**config.mk**
```make
export PLATFORM = sky130hd
export DESIGN_NAME = piece_controller_flat
export DESIGN_NICKNAME = d
export VERILOG_FILES = /design/src/rtl/piece_controller_if.sv /design/src/rtl/piece_controller.sv /design/src/flat_wrapper.sv
export SDC_FILE = /design/constraint.sdc
export NUM_CORES = 1
export LEC_CHECK = 0
export ABC_AREA = 1
export ABC_CLOCK_PERIOD_IN_PS = 9400
export BUFFER_PORTS_ARGS = -buffer_cell sky130_fd_sc_hd__buf_2
export CAP_MARGIN = 20
export CORE_MARGIN = 5
export CORE_UTILIZATION = 55
export CTS_CLUSTER_DIAMETER = 80
export DETAILED_ROUTE_END_ITERATION = 10
export PLACE_DENSITY = 0.81
export SLEW_MARGIN = 20
export SYNTH_ARGS = -nofsm -noshare
export SYNTH_HDL_FRONTEND = slang
export SYNTH_SLANG_ARGS = --single-unit
export TNS_END_PERCENT = 1
```
**constraint.sdc**
```tcl
create_clock -name clk -period 9.4 [get_ports clk]
set_input_delay 0.94 -clock clk [delete_from_list [all_inputs] [get_ports clk]]
set_output_delay 0.94 -clock clk [all_outputs]
set_load 0.01 [all_outputs]
```
**src/rtl/piece_controller_if.sv**
```systemverilog
// piece_controller_if: command/checker/state bundle between the piece controller and its neighbours
// master: drives spawn/piece_type/requests/collision, observes chk_* and cur_* state
// slave : the controller; consumes requests and the checker result, drives candidate and committed state
interface piece_controller_if;
  logic spawn;
  logic [2:0] piece_type;
  logic grav_tick;
  logic move_left;
  logic move_right;
  logic rotate;
  logic collision;
  logic [3:0] chk_x;
  logic [4:0] chk_y;
  logic [15:0] chk_float;
  logic [3:0] cur_x;
  logic [4:0] cur_y;
  logic [15:0] cur_float;
  logic [1:0] cur_rot;
  logic piece_active;
  logic lock_valid;
  logic game_over;
  logic busy;
  modport master (
    output spawn, piece_type, grav_tick, move_left, move_right, rotate, collision,
    input chk_x, chk_y, chk_float, cur_x, cur_y, cur_float, cur_rot, piece_active, lock_valid, game_over, busy
  );
  modport slave (
    input spawn, piece_type, grav_tick, move_left, move_right, rotate, collision,
    output chk_x, chk_y, chk_float, cur_x, cur_y, cur_float, cur_rot, piece_active, lock_valid, game_over, busy
  );
endinterface

```
**src/rtl/piece_controller.sv**
```systemverilog
// piece_controller: falling-piece state, candidate moves to the collision checker, commit/lock decisions
// clk, rst : clock and asynchronous active-high reset
// bus      : slave side of piece_controller_if (spawn/requests/collision in; chk_*, cur_*, status out)
module piece_controller (
  input logic clk,
  input logic rst,
  piece_controller_if.slave bus
);
  typedef enum logic [2:0] {EMPTY, READY, PROPOSE, EVAL, DEAD} state_t;
  typedef enum logic [2:0] {K_SPAWN, K_GRAV, K_ROT, K_LEFT, K_RIGHT} kind_t;
  state_t state, state_nx;
  kind_t kind, cand_kind;
  logic [3:0] pend, sel, clr;
  logic [2:0] ptype;
  logic [3:0] chk_x, cur_x, cand_x;
  logic [4:0] chk_y, cur_y, cand_y;
  logic [15:0] chk_float, cur_float, cand_float, rot_float;
  logic [1:0] chk_rot, cur_rot, cand_rot;
  logic piece_active, lock_valid, busy, game_over;
  logic spawn_ok, ready, ok_rot, ok_l, ok_r, fail, issue, load, lock;

  // Bit k of a pattern lives at vector index 15-k (MSB is cell 0).
  function automatic logic [15:0] shape0(input logic [2:0] t);
    return t == 3'd0 ? 16'h00F0 : t == 3'd1 ? 16'h0066 : t == 3'd2 ? 16'h00E4 :
           t == 3'd3 ? 16'h00C6 : t == 3'd4 ? 16'h006C : t == 3'd5 ? 16'h00E8 : 16'h00E2;
  endfunction

  // I turns in the full 4x4 box, the others in the 3x3 box at rows 1-3, O never changes.
  function automatic logic [15:0] rot_cw(input logic [2:0] t, input logic [15:0] p);
    logic [15:0] q;
    q = '0;
    for (int r = 0; r < 4; r++)
      for (int c = 0; c < 4; c++)
        if (p[15-4*r-c]) begin
          if (t == 3'd0) q[15-4*(3-c)-r] = 1'b1;
          else if (r > 0 && c < 3) q[15-4*(3-c)-(r-1)] = 1'b1;
        end
    return t == 3'd1 ? shape0(3'd1) : q;
  endfunction

  function automatic logic [15:0] shape(input logic [2:0] t, input logic [1:0] rot);
    logic [15:0] p;
    p = shape0(t);
    for (int i = 0; i < 3; i++)
      if (2'(i) < rot) p = rot_cw(t, p);
    return p;
  endfunction

  // Occupied columns must land on x 0..9; evaluated on the untruncated signed anchor.
  function automatic logic wall_ok(input logic signed [5:0] ax, input logic [15:0] p);
    logic ok;
    logic signed [5:0] x;
    ok = 1'b1;
    for (int c = 0; c < 4; c++) begin
      x = ax - 6'sd3 + 6'(c);
      if ((p[15-c] | p[11-c] | p[7-c] | p[3-c]) && (x < 6'sd0 || x > 6'sd9)) ok = 1'b0;
    end
    return ok;
  endfunction

  assign spawn_ok = bus.spawn && bus.piece_type != 3'd7;
  assign ready = state == READY;
  assign rot_float = shape(ptype, cur_rot + 2'd1);
  assign ok_rot = wall_ok($signed({2'b00, cur_x}), rot_float);
  assign ok_l = wall_ok($signed({2'b00, cur_x}) - 6'sd1, cur_float);
  assign ok_r = wall_ok($signed({2'b00, cur_x}) + 6'sd1, cur_float);
  assign sel = pend[3] ? 4'b1000 : pend[2] ? 4'b0100 : pend[1] ? 4'b0010 : pend[0] ? 4'b0001 : 4'b0000;
  assign clr = ready ? sel : 4'b0000;
  assign fail = ready && ((sel[2] && !ok_rot) || (sel[1] && !ok_l) || (sel[0] && !ok_r));
  assign issue = ready && |pend && !fail;
  assign load = (state == EMPTY && spawn_ok) || issue;
  assign lock = state == EVAL && bus.collision && kind == K_GRAV;
  assign cand_x = sel[1] ? cur_x - 4'd1 : sel[0] ? cur_x + 4'd1 : cur_x;
  assign cand_y = sel[3] ? cur_y - 5'd1 : cur_y;
  assign cand_float = sel[2] ? rot_float : cur_float;
  assign cand_rot = sel[2] ? cur_rot + 2'd1 : cur_rot;
  assign cand_kind = sel[3] ? K_GRAV : sel[2] ? K_ROT : sel[1] ? K_LEFT : K_RIGHT;

  always_ff @(posedge clk or posedge rst)
    if (rst) state <= EMPTY;
    else state <= state_nx;

  always_comb begin
    state_nx = state == EMPTY ? (spawn_ok ? PROPOSE : EMPTY) :
               state == READY ? (issue ? PROPOSE : READY) :
               state == PROPOSE ? EVAL :
               state == EVAL ? (!bus.collision ? READY : kind == K_SPAWN ? DEAD : kind == K_GRAV ? EMPTY : READY) :
               DEAD;
  end

  always_comb begin
    busy = !(state == READY || state == EMPTY);
    game_over = state == DEAD;
  end

  always_ff @(posedge clk or posedge rst)
    if (rst) begin
      pend <= '0;
      kind <= K_SPAWN;
      ptype <= '0;
      chk_x <= '0;
      chk_y <= '0;
      chk_float <= '0;
      chk_rot <= '0;
      cur_x <= '0;
      cur_y <= '0;
      cur_float <= '0;
      cur_rot <= '0;
      piece_active <= 1'b0;
      lock_valid <= 1'b0;
    end else begin
      lock_valid <= lock;
      pend <= (lock || !piece_active) ? 4'b0000 :
              (pend & ~clr) | {bus.grav_tick, bus.rotate, bus.move_left, bus.move_right};
      if (load) begin
        chk_x <= issue ? cand_x : 4'd6;
        chk_y <= issue ? cand_y : 5'd19;
        chk_float <= issue ? cand_float : shape0(bus.piece_type);
        chk_rot <= issue ? cand_rot : 2'd0;
        kind <= issue ? cand_kind : K_SPAWN;
      end
      if (state == EMPTY && spawn_ok) ptype <= bus.piece_type;
      if (state == EVAL && !bus.collision) begin
        cur_x <= chk_x;
        cur_y <= chk_y;
        cur_float <= chk_float;
        cur_rot <= chk_rot;
        if (kind == K_SPAWN) piece_active <= 1'b1;
      end
      if (lock) piece_active <= 1'b0;
    end

  assign bus.chk_x = chk_x;
  assign bus.chk_y = chk_y;
  assign bus.chk_float = chk_float;
  assign bus.cur_x = cur_x;
  assign bus.cur_y = cur_y;
  assign bus.cur_float = cur_float;
  assign bus.cur_rot = cur_rot;
  assign bus.piece_active = piece_active;
  assign bus.lock_valid = lock_valid;
  assign bus.game_over = game_over;
  assign bus.busy = busy;
endmodule

```
**src/flat_wrapper.sv**
```systemverilog
// flat-port wrapper written by rule: the top's interface ports become plain ports
module piece_controller_flat 
  (clk, rst, bus_spawn, bus_piece_type, bus_grav_tick, bus_move_left, bus_move_right, bus_rotate, bus_collision, bus_chk_x, bus_chk_y, bus_chk_float, bus_cur_x, bus_cur_y, bus_cur_float, bus_cur_rot, bus_piece_active, bus_lock_valid, bus_game_over, bus_busy);
  piece_controller_if bus_i ();
  input logic clk;
  input logic rst;
  input wire logic [$bits(bus_i.spawn)-1:0] bus_spawn;
  input wire logic [$bits(bus_i.piece_type)-1:0] bus_piece_type;
  input wire logic [$bits(bus_i.grav_tick)-1:0] bus_grav_tick;
  input wire logic [$bits(bus_i.move_left)-1:0] bus_move_left;
  input wire logic [$bits(bus_i.move_right)-1:0] bus_move_right;
  input wire logic [$bits(bus_i.rotate)-1:0] bus_rotate;
  input wire logic [$bits(bus_i.collision)-1:0] bus_collision;
  output wire logic [$bits(bus_i.chk_x)-1:0] bus_chk_x;
  output wire logic [$bits(bus_i.chk_y)-1:0] bus_chk_y;
  output wire logic [$bits(bus_i.chk_float)-1:0] bus_chk_float;
  output wire logic [$bits(bus_i.cur_x)-1:0] bus_cur_x;
  output wire logic [$bits(bus_i.cur_y)-1:0] bus_cur_y;
  output wire logic [$bits(bus_i.cur_float)-1:0] bus_cur_float;
  output wire logic [$bits(bus_i.cur_rot)-1:0] bus_cur_rot;
  output wire logic [$bits(bus_i.piece_active)-1:0] bus_piece_active;
  output wire logic [$bits(bus_i.lock_valid)-1:0] bus_lock_valid;
  output wire logic [$bits(bus_i.game_over)-1:0] bus_game_over;
  output wire logic [$bits(bus_i.busy)-1:0] bus_busy;
  assign bus_i.spawn = bus_spawn;
  assign bus_i.piece_type = bus_piece_type;
  assign bus_i.grav_tick = bus_grav_tick;
  assign bus_i.move_left = bus_move_left;
  assign bus_i.move_right = bus_move_right;
  assign bus_i.rotate = bus_rotate;
  assign bus_i.collision = bus_collision;
  assign bus_chk_x = bus_i.chk_x;
  assign bus_chk_y = bus_i.chk_y;
  assign bus_chk_float = bus_i.chk_float;
  assign bus_cur_x = bus_i.cur_x;
  assign bus_cur_y = bus_i.cur_y;
  assign bus_cur_float = bus_i.cur_float;
  assign bus_cur_rot = bus_i.cur_rot;
  assign bus_piece_active = bus_i.piece_active;
  assign bus_lock_valid = bus_i.lock_valid;
  assign bus_game_over = bus_i.game_over;
  assign bus_busy = bus_i.busy;
  piece_controller u_core (.clk(clk), .rst(rst), .bus(bus_i));
endmodule
```
==> run summary <==
SYNTHESIS
------------------------------------------------------------------------------------------------------
Number of flip-flops and latches in the synthesized netlist                                         69
Net Count, Synth                                                                                   833
Synth Flop Type                                                                                dfrtp_1
Post-synth EDFFs                                                                                     0
Top area cells in the synthesized netlist                                                 dfrtp_1 (34%), nand2_1 (22%), nand3_1 (8.9%)
Post-synthesis cell type with the largest combined area                                        dfrtp_1
Synthesized cell area                                                                         5140 µm²
Synth async-reset ratio                                                                           1.00
Cell variety after synth                                                                            39
Area share of the largest cell type after synthesis                                              0.336
Warnings, synthesis                                                                                  0
Sequential area share after synthesis                                                            0.336
Count of mapped cells out of synthesis                                                             804
Synth Area per Inst                                                                           6.39 µm²

CTS
------------------------------------------------------------------------------------------------------
Number of buffers inserted by hold repair at cts                                                     0
Number of buffers created by CTS                                                                     9
TritonCTS clock tree                                                                             built
Deepest clock path buffer count                                                                      2
CTS H-Tree Depth                                                                                     3
Clock latency at the later pin of the worst-skew pair                                          0.36 ns
Clock transition at the register clock pins on the worst setup and hold paths after CTS        0.08 ns
Clock root buffer master                                                                      clkbuf_8
TritonCTS Sinks                                                                                     69
Number of setup buffers added after CTS                                                              0
Number of resized instances in the post-cts repair step                                              0

GLOBAL ROUTE
------------------------------------------------------------------------------------------------------
Pin count of the biggest net entering global routing                                                70
First-pass GRT wire length                                                                    25600 µm
Vias in the first global route                                                                    5133
Global-route total usage across every layer                                                      0.278
Number of antenna violations at the first check in global routing                                    0
GR Overflow Total                                                                                    0

ROUTE
------------------------------------------------------------------------------------------------------
Detailed-routing iteration count for the pre-antenna-repair pass                                     6
Detail-routed via count per cell                                                                  5.81
Detailed-route via count                                                                          5642
Number of design rule violations left after detail routing                                           0
Wirelength, routed                                                                            15400 µm
Count of routing violations after the opening detailed-route iteration                             628
Per-cell routed wire length                                                                    15.8 µm
Final ANT Viol Nets                                                                                  0

SETUP PATH
------------------------------------------------------------------------------------------------------
Cells along the critical path                                                             ha_1 > nand2_1 > nand2_2 > inv_2 > ha_1 > nand2_1 > inv_1 > nor2_2 > nand2_1 > nand2_1 > nand2_1 > nand2_1 > nand2_1 > nor2_1 > nand2_1 > nand2_1 > nand2_1 > o21ai_2 > buf_4 > nand3_2 > nand2_2 > nand2_1 > nand2_1
Required time worst endpoint                                                                   9.69 ns
Startpoint Class                                                                                  flop
CP endpoint kind                                                                                  flop
Biggest fanout along the worst timing path                                                          39
Crit path arrival time                                                                         5.07 ns
Crit path max-delay cell type                                                                  dfrtp_1
Path type of the worst setup path                                                           reg -> reg
Largest incremental delay on the critical path                                                 0.85 ns
Most frequent cell on the critical path                                                        nand2_1

STA
------------------------------------------------------------------------------------------------------
Fmax                                                                                           209 MHz
Setup WS post-layout                                                                           4.62 ns
Fraction of the cycle the final worst path needs                                                 0.509
Actual slew at the worst max-slew pin                                                         0.866 ns
Relative max-transition margin                                                                   0.423
Unrepaired setup endpoints after global routing                                                     no
Final hold slack                                                                              0.478 ns
Final Hold Viols                                                                                     0
Setup-violating endpoint count in the final report                                                   0
Max-slew violation count                                                                             0
Final setup TNS                                                                                   0 ns
Shortest period the worst path allows                                                          4.78 ns
Final Skew                                                                                   0.0142 ns

DIE
------------------------------------------------------------------------------------------------------
Top-level port count                                                                                67
Area enclosed by the die boundary                                                            11400 µm²
Core outline area                                                                             9200 µm²
Die span in y                                                                                   107 µm
Die Span X                                                                                      107 µm
Initial cell density of the core                                                                 0.559
Standard-cell row count                                                                             35

PWR
------------------------------------------------------------------------------------------------------
Pwr per Cell Area                                                                           420 nW/µm²
Leakage component of the power                                                                 3.20 nW
Total power of the final layout                                                                2.40 mW
IR Drop Worst-Case VDD                                                                          192 µV

LAYOUT
------------------------------------------------------------------------------------------------------
P&R area growth vs syn                                                                           10.9%
Antenna cells                                                                                        0
Fin util                                                                                         0.620
Proportion of layout cells with a drive suffix above 1                                           0.135
Nets@finish                                                                                        884

FLOW RUN
------------------------------------------------------------------------------------------------------
Number of violations of the max-capacitance limit                                                    0

HOLD PATH
------------------------------------------------------------------------------------------------------
Hold/Removal Path Class                                                                     reg -> reg

PLACEMENT
------------------------------------------------------------------------------------------------------
Final RePlAce weighted congestion                                                                 1.01
IO buf count                                                                                        66
Pre-CTS setup slack                                                                            4.75 ns
Half-perimeter wire length after placement                                                    11300 µm

OUTCOME
------------------------------------------------------------------------------------------------------
Outcome                                                                                   finished, final reports clean

-- path summary, 6_finish.rpt --
check | start | slack [ns] | endpoint | cells past startpoint
hold reg to reg | u_core.chk_rot[1]$_DFFE_PP0P_ | 0.48 | u_core.bus.cur_rot[1]$_DFFE_PP0P_ | 2
min in group asynchronous | rst | 0.82 | u_core.bus.chk_float[4]$_DFFE_PP0P_ | 3
setup / recovery | u_core.bus.cur_x[0]$_DFFE_PP0P_ | 4.62 | u_core.bus.chk_y[0]$_DFFE_PP0P_ | 23
max in group asynchronous | rst | 8.00 | u_core.bus.cur_float[12]$_DFFE_PP0P_ | 3
setup reg to reg | u_core.bus.cur_x[0]$_DFFE_PP0P_ | 4.62 | u_core.bus.chk_y[0]$_DFFE_PP0P_ | 23
hold / removal | u_core.chk_rot[1]$_DFFE_PP0P_ | 0.48 | u_core.bus.cur_rot[1]$_DFFE_PP0P_ | 2
-- per-layer routing --
layer / global-route usage / vias up / wire length (µm)
li1: - / 2710 / -
met1: 0.407 / 2585 / 6650
met2: 0.411 / 314 / 6800
met3: 0.0488 / 33 / 1550
met4: 0.100 / 0 / 362
met5: 0 / - / 0
-- layout make-up --
| cell class | instances | area, µm² |
|---|---|---|
| clock buffers | 11 | 151 |
| clock inverters | 5 | 35.0 |
| fillers | 854 | 3490 |
| inverters | 77 | 289 |
| multi-input cells | 625 | 2980 |
| flip-flops and latches | 69 | 1730 |
| well taps | 111 | 139 |
| repair buffers | 73 | 383 |
-- cells in the mapped netlist (all sizes together) (2+ instances only) --
cell    count
a21oi      17
buf        19
clkbuf     14
clkinv      2
dfrtp      69
ha         18
inv        75
nand2     311
nand3      92
nand3b      2
nand4      40
nor2       65
nor3        3
o211ai      5
o21ai      49
o21bai      2
o31ai       3
or2         3
or4         2
xnor2       3
xor2        3
-- sequential cells by signal, indices dropped and copies added, names as in the netlist --
name                     cells
u_core.bus.chk_x             4
u_core.bus.lock_valid        1
u_core.bus.cur_x             4
u_core.ptype                 3
u_core.bus.chk_y             5
u_core.chk_rot               2
u_core.bus.piece_active      1
u_core.pend                  4
u_core.bus.cur_float        16
u_core.kind                  3
u_core.bus.cur_y             5
u_core.bus.cur_rot           2
u_core.bus.chk_float        16
u_core.state                 3
-- metrics by stage --
| step | instances | area [µm²] |
|---|---|---|
| 2_1_floorplan | 804 | 5140 |
| 3_3_place_gp | 955 | 5520 |
| 3_5_place_dp | 955 | 5520 |
| 4_1_cts | 971 | 5700 |
| 5_1_grt | 971 | 5700 |
| 6_report | 971 | 5700 |
-- cells by family after synthesis --
family	after synthesis	synth area share
adders and majority gates	18	0.0438
buffers and inverters	110	0.0876
and+or+nand+nor	520	0.435
xor gates and xnor gates	6	0.0102
AOI/OAI and AO/OA	81	0.0871
DFF	69	0.336
-- critical path, delay by kind of cell, from the launching register on --
family / cells / cell delay, ns
simple gates: 17 / 2.65
compound gates: 1 / 0.10
fa+ha+maj: 2 / 0.61
buf+inv: 3 / 0.50
flops: 1 / 0.85
-- power breakdown --
part	switching [mW]	internal, mW	total, mW	leakage, nW
sequential	0.154	0.413	0.567	0.873
combinational	1.07	0.534	1.60	2.24
clock	0.119	0.110	0.229	0.0953
-- cell usage in the layout (no fill, tap or decap), drive strengths merged, types with 3 or more instances in the layout --
cell type / synthesis / routed
clkinv: 2 / 6
clkbuf: 14 / 11
nor3: 3 / 3
xor2: 3 / 3
nand3: 92 / 92
buf: 19 / 73
ha: 18 / 18
dfrtp: 69 / 69
or2: 3 / 3
o31ai: 3 / 3
o21ai: 49 / 49
o211ai: 5 / 5
xnor2: 3 / 3
a21oi: 17 / 17
nor2: 65 / 65
nand4: 40 / 40
nand2: 311 / 311
inv: 75 / 75
Power figures use the tool's default switching activity.
